--- config.mk ---
export PLATFORM = sky130hd
export DESIGN_NAME = instr_fetch_flat
export DESIGN_NICKNAME = d
export VERILOG_FILES = /design/src/rtl/instr_fetch_pkg.sv /design/src/rtl/instr_fetch_if.sv /design/src/rtl/instr_fetch_pc_incr.sv /design/src/rtl/instr_fetch.sv /design/src/flat_wrapper.sv
export SDC_FILE = /design/constraint.sdc
export NUM_CORES = 1
export LEC_CHECK = 0
export CAP_MARGIN = 40
export CORE_AREA = 2 2 89 82
export DETAILED_ROUTE_END_ITERATION = 10
export DIE_AREA = 0 0 91 84
export GPL_TIMING_DRIVEN = 1
export PLACE_DENSITY_LB_ADDON = 0.05
export SLEW_MARGIN = 20
export SYNTH_ARGS = -nofsm -noshare
export SYNTH_HDL_FRONTEND = slang
export SYNTH_HIERARCHICAL = 1
export SYNTH_SLANG_ARGS = --single-unit
--- constraint.sdc ---
create_clock -name CLK -period 1.5 [get_ports CLK]
set_input_delay 0.15 -clock CLK [delete_from_list [all_inputs] [get_ports CLK]]
set_output_delay 0.15 -clock CLK [all_outputs]
set_load 0.02 [all_outputs]
--- src/rtl/instr_fetch_pkg.sv ---
// Shared processor definitions for the instruction fetch unit: word width,
// reset PC default and fetch FSM state encoding.
package instr_fetch_pkg;

    localparam int unsigned WORD_W = 16;

    typedef logic [WORD_W-1:0] word_t;

    localparam word_t RESET_PC_DEFAULT = 16'h0000;

    typedef enum logic [1:0] {
        ST_REQ    = 2'd0,
        ST_HOLD   = 2'd1,
        ST_HALTED = 2'd2
    } fetch_state_e;

endpackage : instr_fetch_pkg

--- src/rtl/instr_fetch_if.sv ---
// Instruction-memory read bus between the fetch unit (master) and memory (slave).
interface instr_fetch_if;
    import instr_fetch_pkg::*;

    logic  MemReq;
    word_t MemAddr;
    logic  MemAck;
    word_t MemData;

    modport master (
        output MemReq,
        output MemAddr,
        input  MemAck,
        input  MemData
    );

    modport slave (
        input  MemReq,
        input  MemAddr,
        output MemAck,
        output MemData
    );

endinterface : instr_fetch_if

--- src/rtl/instr_fetch_pc_incr.sv ---
// Sequential PC adder: 16-bit modulo increment, no carry or flags.
module pc_incr
    import instr_fetch_pkg::*;
(
    input  word_t pc_in,
    output word_t pc_out
);

    assign pc_out = pc_in + word_t'(1);

endmodule : pc_incr

--- src/rtl/instr_fetch.sv ---
// Instruction fetch unit: requests one word at PC, latches it into IR for the
// decoder, and waits for consume, halt or redirect before fetching again.
module instr_fetch
    import instr_fetch_pkg::*;
#(
    parameter word_t RESET_PC = RESET_PC_DEFAULT
) (
    input  logic                 CLK,
    input  logic                 Reset,
    instr_fetch_if.master        mem,
    output word_t                IR,
    output word_t                IRPC,
    output logic                 IRValid,
    input  logic                 DecReady,
    input  logic                 Halt,
    input  logic                 Redirect,
    input  word_t                RedirectPC,
    output word_t                PC
);

    fetch_state_e state_q, state_d;
    word_t        pc_q, pc_d;
    word_t        ir_q, ir_d;
    word_t        irpc_q, irpc_d;
    logic         ir_valid_q, ir_valid_d;
    word_t        pc_plus1;

    pc_incr u_pc_incr (
        .pc_in  (pc_q),
        .pc_out (pc_plus1)
    );

    // State and datapath registers with synchronous reset.
    always_ff @(posedge CLK) begin
        if (Reset) begin
            state_q    <= ST_REQ;
            pc_q       <= RESET_PC;
            ir_q       <= '0;
            irpc_q     <= '0;
            ir_valid_q <= 1'b0;
        end else begin
            state_q    <= state_d;
            pc_q       <= pc_d;
            ir_q       <= ir_d;
            irpc_q     <= irpc_d;
            ir_valid_q <= ir_valid_d;
        end
    end

    // Next-state logic: Redirect beats decoder consume/halt, which beats MemAck.
    always_comb begin
        state_d    = state_q;
        pc_d       = pc_q;
        ir_d       = ir_q;
        irpc_d     = irpc_q;
        ir_valid_d = ir_valid_q;

        if (Redirect) begin
            pc_d       = RedirectPC;
            ir_valid_d = 1'b0;
            state_d    = ST_REQ;
        end else begin
            unique case (state_q)
                ST_REQ: begin
                    if (mem.MemAck) begin
                        ir_d       = mem.MemData;
                        irpc_d     = pc_q;
                        ir_valid_d = 1'b1;
                        pc_d       = pc_plus1;
                        state_d    = ST_HOLD;
                    end
                end
                ST_HOLD: begin
                    if (DecReady) begin
                        ir_valid_d = 1'b0;
                        state_d    = Halt ? ST_HALTED : ST_REQ;
                    end
                end
                ST_HALTED: begin
                    state_d = ST_HALTED;
                end
                default: begin
                    state_d = ST_REQ;
                end
            endcase
        end
    end

    // Reset gates the request so nothing is issued in a reset cycle.
    always_comb begin
        mem.MemReq  = (state_q == ST_REQ) && !Reset;
        mem.MemAddr = pc_q;
    end

    assign IR      = ir_q;
    assign IRPC    = irpc_q;
    assign IRValid = ir_valid_q;
    assign PC      = pc_q;

endmodule : instr_fetch

--- src/flat_wrapper.sv ---
// flat-port wrapper written by rule: the top's interface ports become plain ports
module instr_fetch_flat import instr_fetch_pkg::*;
#(
    parameter word_t RESET_PC = RESET_PC_DEFAULT
)
  (CLK, Reset, IR, IRPC, IRValid, DecReady, Halt, Redirect, RedirectPC, PC, mem_MemReq, mem_MemAddr, mem_MemAck, mem_MemData);
  instr_fetch_if mem_i ();
  input  logic CLK;
  input  logic Reset;
  output word_t IR;
  output word_t IRPC;
  output logic IRValid;
  input  logic DecReady;
  input  logic Halt;
  input  logic Redirect;
  input  word_t RedirectPC;
  output word_t PC;
  output wire logic [$bits(mem_i.MemReq)-1:0] mem_MemReq;
  output wire logic [$bits(mem_i.MemAddr)-1:0] mem_MemAddr;
  input wire logic [$bits(mem_i.MemAck)-1:0] mem_MemAck;
  input wire logic [$bits(mem_i.MemData)-1:0] mem_MemData;
  assign mem_MemReq = mem_i.MemReq;
  assign mem_MemAddr = mem_i.MemAddr;
  assign mem_i.MemAck = mem_MemAck;
  assign mem_i.MemData = mem_MemData;
  instr_fetch #(.RESET_PC(RESET_PC)) u_core (.CLK(CLK), .Reset(Reset), .mem(mem_i), .IR(IR), .IRPC(IRPC), .IRValid(IRValid), .DecReady(DecReady), .Halt(Halt), .Redirect(Redirect), .RedirectPC(RedirectPC), .PC(PC));
endmodule
==> metrics.md, run 1 <==
| Metric | Value |
|---|---|
| Worst path max stage delay | `380 ps` |
| Post-Synth Adder-Cell Area | `0.506%` |
| Worst setup EP type | `register` |
| Critical path arrival | `1770 ps` |
| Area Growth Syn to Fin | `55.2%` |
| Violated checks | `setup timing` |
| Final Net Count | `440` |
| Biggest area consumer among synthesized cells | `dfxtp_1` |
| Largest net degree at the start of global routing | `52` |
| R2R Path End | `u_core/PC[14]$_SDFFE_PP0P_` |
| Hpwl dp | `4600 microns` |
| Most frequent cells in the layout | `clkdlybuf4s50_1, nand2_1, dfxtp_1` |
| Pwr Total | `3.22 mW` |
| Setup-failing EPs final | `2` |
| Drt via density | `4.75` |
| Die H | `84 microns` |
| Slew @ Worst Pin | `546 ps` |
| GRT Residual Overflow | `0` |
| Post-synthesis compound-gate area fraction | `12.4%` |
| DRT antenna net count | `0` |
| Synth Area in Simple Gates | `22.7%` |
| Multi-input logic area | `0.00127 sq mm` |
| First-pass DRT Iterations | `4` |
| Power Density | `839 mW/mm^2` |
| Post-synthesis xor/xnor area fraction | `4.96%` |
| Clk pin slew, worst setup/hold paths | `100 ps` |
| Reg-to-reg setup timing slack | `-40 ps` |
| CTS tree | `built` |
| Antenna Diode Count | `0` |
| DR DRC count | `0` |
| Final worst path period share | `103%` |
| Row count | `29` |
| Min Tclk post-route | `1540 ps` |
| Top post-synthesis cells by area | `dfxtp_1, nand2_1, a21oi_1, mux2i_1, buf_4` |
| Setup TNS | `-83.2 ps` |
| Htree depth | `2` |
| Synthesized net count | `331` |
| Hold Crit Depth | `3` |
| Clock Sinks | `51` |
| Cell Area, Synth | `0.00247 sq mm` |
| Vias in the first global route | `2180` |
| Worst min-delay path class | `input port to register` |
| Slew HR | `63.6%` |
| Outcome | `finished, violations left` |
| Critical path cell sequence | `ha_4, nand4_1, buf_4, nor4_4, xor2_1, mux2i_1, a211oi_1` |
| Critical path buffer and inverter count | `1` |
| DRT iter0 DRCs | `104` |
| Yosys warns | `6` |
| Hold Path Origin | `Redirect` |
| Final Hold Viols | `0` |
| CP Max Fanout | `3` |
| Clock Path Buffers | `2` |
| IO Pins | `104` |
| Yosys cell types | `29` |
| Layout Utilization | `56.2%` |
| Critical path class | `register to register` |
| Skew final | `8.91 ps` |
| RSZ-0062 raised after global routing | `yes` |
| Crit path launch type | `register` |
| Largest family of logic cells by synthesized area | `simple AND/OR/NAND/NOR gates` |
| Max-slew violations | `0` |
| CP top delay family | `flip-flops` |
| Flops & latches, synth | `51` |
| Maxcap violations | `0` |
| Total track usage | `16.7%` |
| Setup slack after layout | `-43.7 ps` |
| Share of cells above drive strength 1 | `19.2%` |
| Mapped Avg Cell Area | `8.46 sq um` |
| Worst EP required | `1720 ps` |
| Core Box Area | `0.00682 sq mm` |
| Worst R2R Path Depth | `7` |
| CTS Root Cell | `clkbuf_8` |
| Number of port buffers | `103` |
| Slowest stage cell, crit path | `dfxtp_4` |
| Max frequency | `648 MHz` |
| Cells after synthesis | `292` |
| Cts bufs inserted | `5` |
| Clk_lat worst skew | `300 ps` |
| Starting Density | `36.2%` |
| Routed len/inst | `13.1 microns` |
| Placer congestion estimate | `0.785` |
| First-pass GRT wire length | `10500 microns` |
| WL final | `6480 microns` |
| Die width | `91 microns` |
| LEAKAGE | `1.61 nW` |
| Pre-CTS WS | `-154 ps` |
| Register area share after synthesis | `41.3%` |
| FF+latch area | `0.00104 sq mm` |
| Mux cell area share after synthesis | `6.94%` |
| Reg2reg start | `u_core/PC[1]$_SDFFE_PP0P_` |
| Die area | `0.00764 sq mm` |
| Vias after detailed routing | `2351` |
| Filler Cells Inserted | `681` |
| Levels on crit path | `7` |
| Max VDD drop | `0.392 mV` |
| Hold EP | `u_core/state_q[0]$_SDFFE_PP0P_` |
| Initial antenna violation count | `0` |
| Synth top area share | `41.3%` |
-- tightest hold or removal path, stage by stage --
cell and delay (ps):
buf_2 110, buf_12 230, nor4_1 80
-- power by group --
part	switching, mW	internal [mW]	total (mW)
Sequential	0.0607	1.44	1.50
Combinational	0.434	0.400	0.834
Clock	0.466	0.422	0.888
Total	0.961	2.26	3.22
-- registers in the layout, indices dropped and copies added (netlist names) --
register,cells
u_core/PC,16
u_core/state_q,2
u_core/IRValid,1
u_core/IR,16
u_core/IRPC,16
-- Yosys cell counts --
| master | count |
|---|---|
| nand4_4 | 1 |
| a211oi_1 | 17 |
| mux2i_1 | 16 |
| nor4b_4 | 1 |
| inv_1 | 5 |
| ha_1 | 1 |
| or4b_4 | 1 |
| dfxtp_1 | 51 |
| o21ai_0 | 2 |
| xor2_1 | 9 |
| o21bai_1 | 1 |
| buf_6 | 5 |
| nor4_1 | 4 |
| nor4_2 | 1 |
| nor2_1 | 3 |
| buf_2 | 8 |
| buf_4 | 18 |
| xnor2_1 | 5 |
| nor3_1 | 22 |
| nor2b_1 | 1 |
| nand3_1 | 5 |
| a21oi_1 | 32 |
| nand4_1 | 3 |
| clkbuf_1 | 7 |
| mux2_2 | 1 |
| nor3b_4 | 1 |
| nand2_1 | 69 |
| nand3_2 | 1 |
| or2_1 | 1 |
-- cell families after synthesis --
group / count (synthesis)
DFF: 51
adders and majority gates: 1
and+or+nand+nor: 114
xor gates and xnor gates: 14
AOI/OAI and AO/OA: 52
buffers and inverters: 43
muxes: 17
-- metrics by stage --
step	hold WS, ps	cell area, sq um	std cells
5_1_grt	326	3830	495
6_report	307	3830	495
3_5_place_dp	448	3680	484
2_1_floorplan	286	2520	292
4_1_cts	311	3800	493
3_3_place_gp	441	3680	484
-- layout make-up --
type,count,share of cell area [%]
Clock buffer,7,2.51
Clock inverter,1,0.163
Inverter,5,0.489
Multi-Input combinational cell,198,33.1
Sequential cell,51,27.2
Tap cell,93,3.03
Timing Repair Buffer,140,33.5
-- metal layers --
layer / part of all wire, % / global-route usage, % / vias up / routed length [microns]
li1: - / - / 1198 / -
met1: 47 / 22.3 / 1068 / 3030
met2: 45 / 27.0 / 80 / 2890
met3: 7.6 / 4.34 / 5 / 493
met4: 1.0 / 4.13 / 0 / 68
met5: 0 / 0 / - / 0
-- worst max-delay path by stage --
| stage | from | endpoint | slack [ps] |
|---|---|---|---|
| after floorplan | u_core/PC[1]$_SDFFE_PP0P_ | u_core/PC[12]$_SDFFE_PP0P_ | -90 |
| after global placement | mem_MemAck | u_core/IRPC[6]$_SDFFE_PP0P_ | -140 |
| after detailed placement | mem_MemAck | u_core/IR[10]$_SDFFE_PP0P_ | -150 |
| after CTS | u_core/PC[1]$_SDFFE_PP0P_ | u_core/PC[14]$_SDFFE_PP0P_ | -70 |
| after global routing | u_core/PC[1]$_SDFFE_PP0P_ | u_core/PC[14]$_SDFFE_PP0P_ | -190 |
| final | u_core/PC[1]$_SDFFE_PP0P_ | u_core/PC[14]$_SDFFE_PP0P_ | -40 |
-- repair_timing --
| action | CTS | global route |
|---|---|---|
| pin swaps | 12 | 6 |
| hold buffers | 0 | 0 |
| setup endpoints to repair | 42 | 29 |
| setup buffers | 1 | 2 |
| resized for setup | 45 | 3 |
No activity file was read; power rests on OpenSTA's default activity.
==> inputs of run 2 (changes only) <==
--- a/config.mk
+++ b/config.mk
@@ -6,9 +6,9 @@
 export NUM_CORES = 1
 export LEC_CHECK = 0
 export CAP_MARGIN = 40
-export CORE_AREA = 2 2 89 82
+export CORE_AREA = 2 2 84 86
 export DETAILED_ROUTE_END_ITERATION = 10
-export DIE_AREA = 0 0 91 84
+export DIE_AREA = 0 0 86 88
 export GPL_TIMING_DRIVEN = 1
 export PLACE_DENSITY_LB_ADDON = 0.05
 export SLEW_MARGIN = 20
==> run 2 against run 1 <==
The flow still finishes with violations (setup timing); register-to-register slack got worse by 60 ps; non-clock buffer count did not move; setup slack worse by 62 ps; clock-buffer cell count down 1; largest power group unchanged.
==> metrics.md, run 2 (synthesis gave the netlist of run 1 again) <==
| Metric | Value |
|---|---|
| Area Growth Syn to Fin | `53.0%` |
| Worst R2R Path Depth | `7` |
| Drt via density | `4.84` |
| Clock Sinks | `51` |
| Met2 usage | `29.0%` |
| Met3 GRT Util | `3.77%` |
| Die H | `88 microns` |
| GR Util met1 | `23.7%` |
| Vias after detailed routing | `2333` |
| Antenna Diode Count | `0` |
| Worst min-delay path class | `input port to register` |
| Total track usage | `17.8%` |
| Die area | `0.00757 sq mm` |
| DR DRC count | `0` |
| RSZ-0062 raised after global routing | `yes` |
| Hpwl dp | `4680 microns` |
| Clk_lat worst skew | `300 ps` |
| Htree depth | `2` |
| Final worst path period share | `107%` |
| Slew @ Worst Pin | `573 ps` |
| Critical path arrival | `1820 ps` |
| Layout Utilization | `56.9%` |
| Hold-fix buffers, CTS | `0` |
| Setup TNS | `-248 ps` |
| Initial antenna violation count | `0` |
| Starting Density | `37.2%` |
| Clk pin slew, worst setup/hold paths | `90 ps` |
| Die width | `86 microns` |
| Placer congestion estimate | `0.765` |
| First-pass DRT Iterations | `4` |
| Cts bufs inserted | `5` |
| Routed len/inst | `13.9 microns` |
| Number of port buffers | `103` |
| Final Net Count | `440` |
| Vias in the first global route | `2230` |
| FF+latch area | `0.00105 sq mm` |
| Commonest non-fill, non-tap cell in the layout | `nand2_1` |
| Hold Crit Depth | `2` |
| Setup-failing EPs final | `4` |
| Max VDD drop | `0.344 mV` |
| Final Hold Viols | `0` |
| Clock Path Buffers | `2` |
| DRT iter0 DRCs | `89` |
| Crit path launch type | `register` |
| Core Box Area | `0.00664 sq mm` |
| Pre-CTS WS | `-202 ps` |
| DRT antenna net count | `0` |
| Max-slew violations | `0` |
| Multi-input logic area | `0.00127 sq mm` |
| Most Crowded Layer GR | `met2` |
| Critical path class | `register to register` |
| CTS Root Cell | `clkbuf_8` |
| Slew HR | `61.8%` |
| Largest net degree at the start of global routing | `52` |
| Cell count after placement | `471` |
| Max frequency | `623 MHz` |
| Setup slack after layout | `-106 ps` |
| First-pass GRT wire length | `10800 microns` |
| Worst EP required | `1710 ps` |
| CP Max Fanout | `3` |
| Outcome | `finished, violations left` |
| IO Pins | `104` |
| Filler Cells Inserted | `630` |
| Power Density | `820 mW/mm^2` |
| LEAKAGE | `1.59 nW` |
| WL final | `6710 microns` |
| CTS tree | `built` |
| Worst setup EP type | `register` |
| Skew final | `8.00 ps` |
| Non-Filler Instances | `482` |
| Row count | `30` |
| Maxcap violations | `0` |
| Violated checks | `setup timing` |
| Most frequent cells in the layout | `nand2_1, clkdlybuf4s50_1, buf_4` |
| Pwr Total | `3.10 mW` |
| GRT Residual Overflow | `0` |
| Min Tclk post-route | `1610 ps` |
| Share of cells above drive strength 1 | `19.7%` |
run 2: changes by cell type in the layout (fill, tap and decap cells not counted), moves of 2 or more:
cell      previous run  this run
buf_4               34        37
buf_12               2         0
clkbuf_8             7         5
dfxtp_1             38        36
run 2: worst max-delay path: stages, from the launching register on:
cell and delay [ps]:
dfxtp_4 370, ha_4 130, nand4_1 190, buf_4 230, nor4_4 140, xor2_1 170
mux2i_1 80, a211oi_1 200
run 2: repair_timing:
action	in CTS	in global routing
setup buffers	1	2
gates resized for setup	41	11
pin swaps	9	9
cloned	0	0
endpoints found under the setup margin	39	43
run 2: power by group:
group / total [mW] / switching (mW) / internal (mW)
sequential: 1.50 / 0.0647 / 1.44
clock: 0.770 / 0.442 / 0.328
combinational: 0.829 / 0.434 / 0.395
total: 3.10 / 0.941 / 2.16
run 2: path summary, 6_finish.rpt:
path	from	to	slack [ps]
hold / removal	Redirect	u_core/IRValid$_SDFFE_PP0P_	120
hold reg to reg	u_core/IR[13]$_SDFFE_PP0P_	u_core/IR[13]$_SDFFE_PP0P_	460
setup / recovery	u_core/PC[1]$_SDFFE_PP0P_	u_core/PC[14]$_SDFFE_PP0P_	-110
setup reg to reg	u_core/PC[1]$_SDFFE_PP0P_	u_core/PC[14]$_SDFFE_PP0P_	-110
run 2: layout make-up:
| cell class | instances | share of cell area, % |
|---|---|---|
| multi-input cells | 198 | 33.6 |
| repair buffers | 140 | 33.3 |
| flip-flops and latches | 51 | 27.7 |
| well taps | 80 | 2.65 |
| clock buffers | 6 | 1.92 |
| inverters | 5 | 0.497 |
| clock inverters | 2 | 0.298 |
run 2: metal layers:
layer / share of wire, % / vias to the layer above / wire length, microns
li1: - / 1197 / -
met1: 46 / 1055 / 3070
met2: 47 / 73 / 3130
met3: 6.0 / 8 / 402
met4: 1.5 / 0 / 99
met5: 0 / - / 0
run 2: through the flow:
stage	area (sq um)	hold WS (ps)
after CTS	3720	116
after global routing	3780	131
after detailed placement	3640	446
after floorplan	2520	286
final	3780	117
after global placement	3640	441
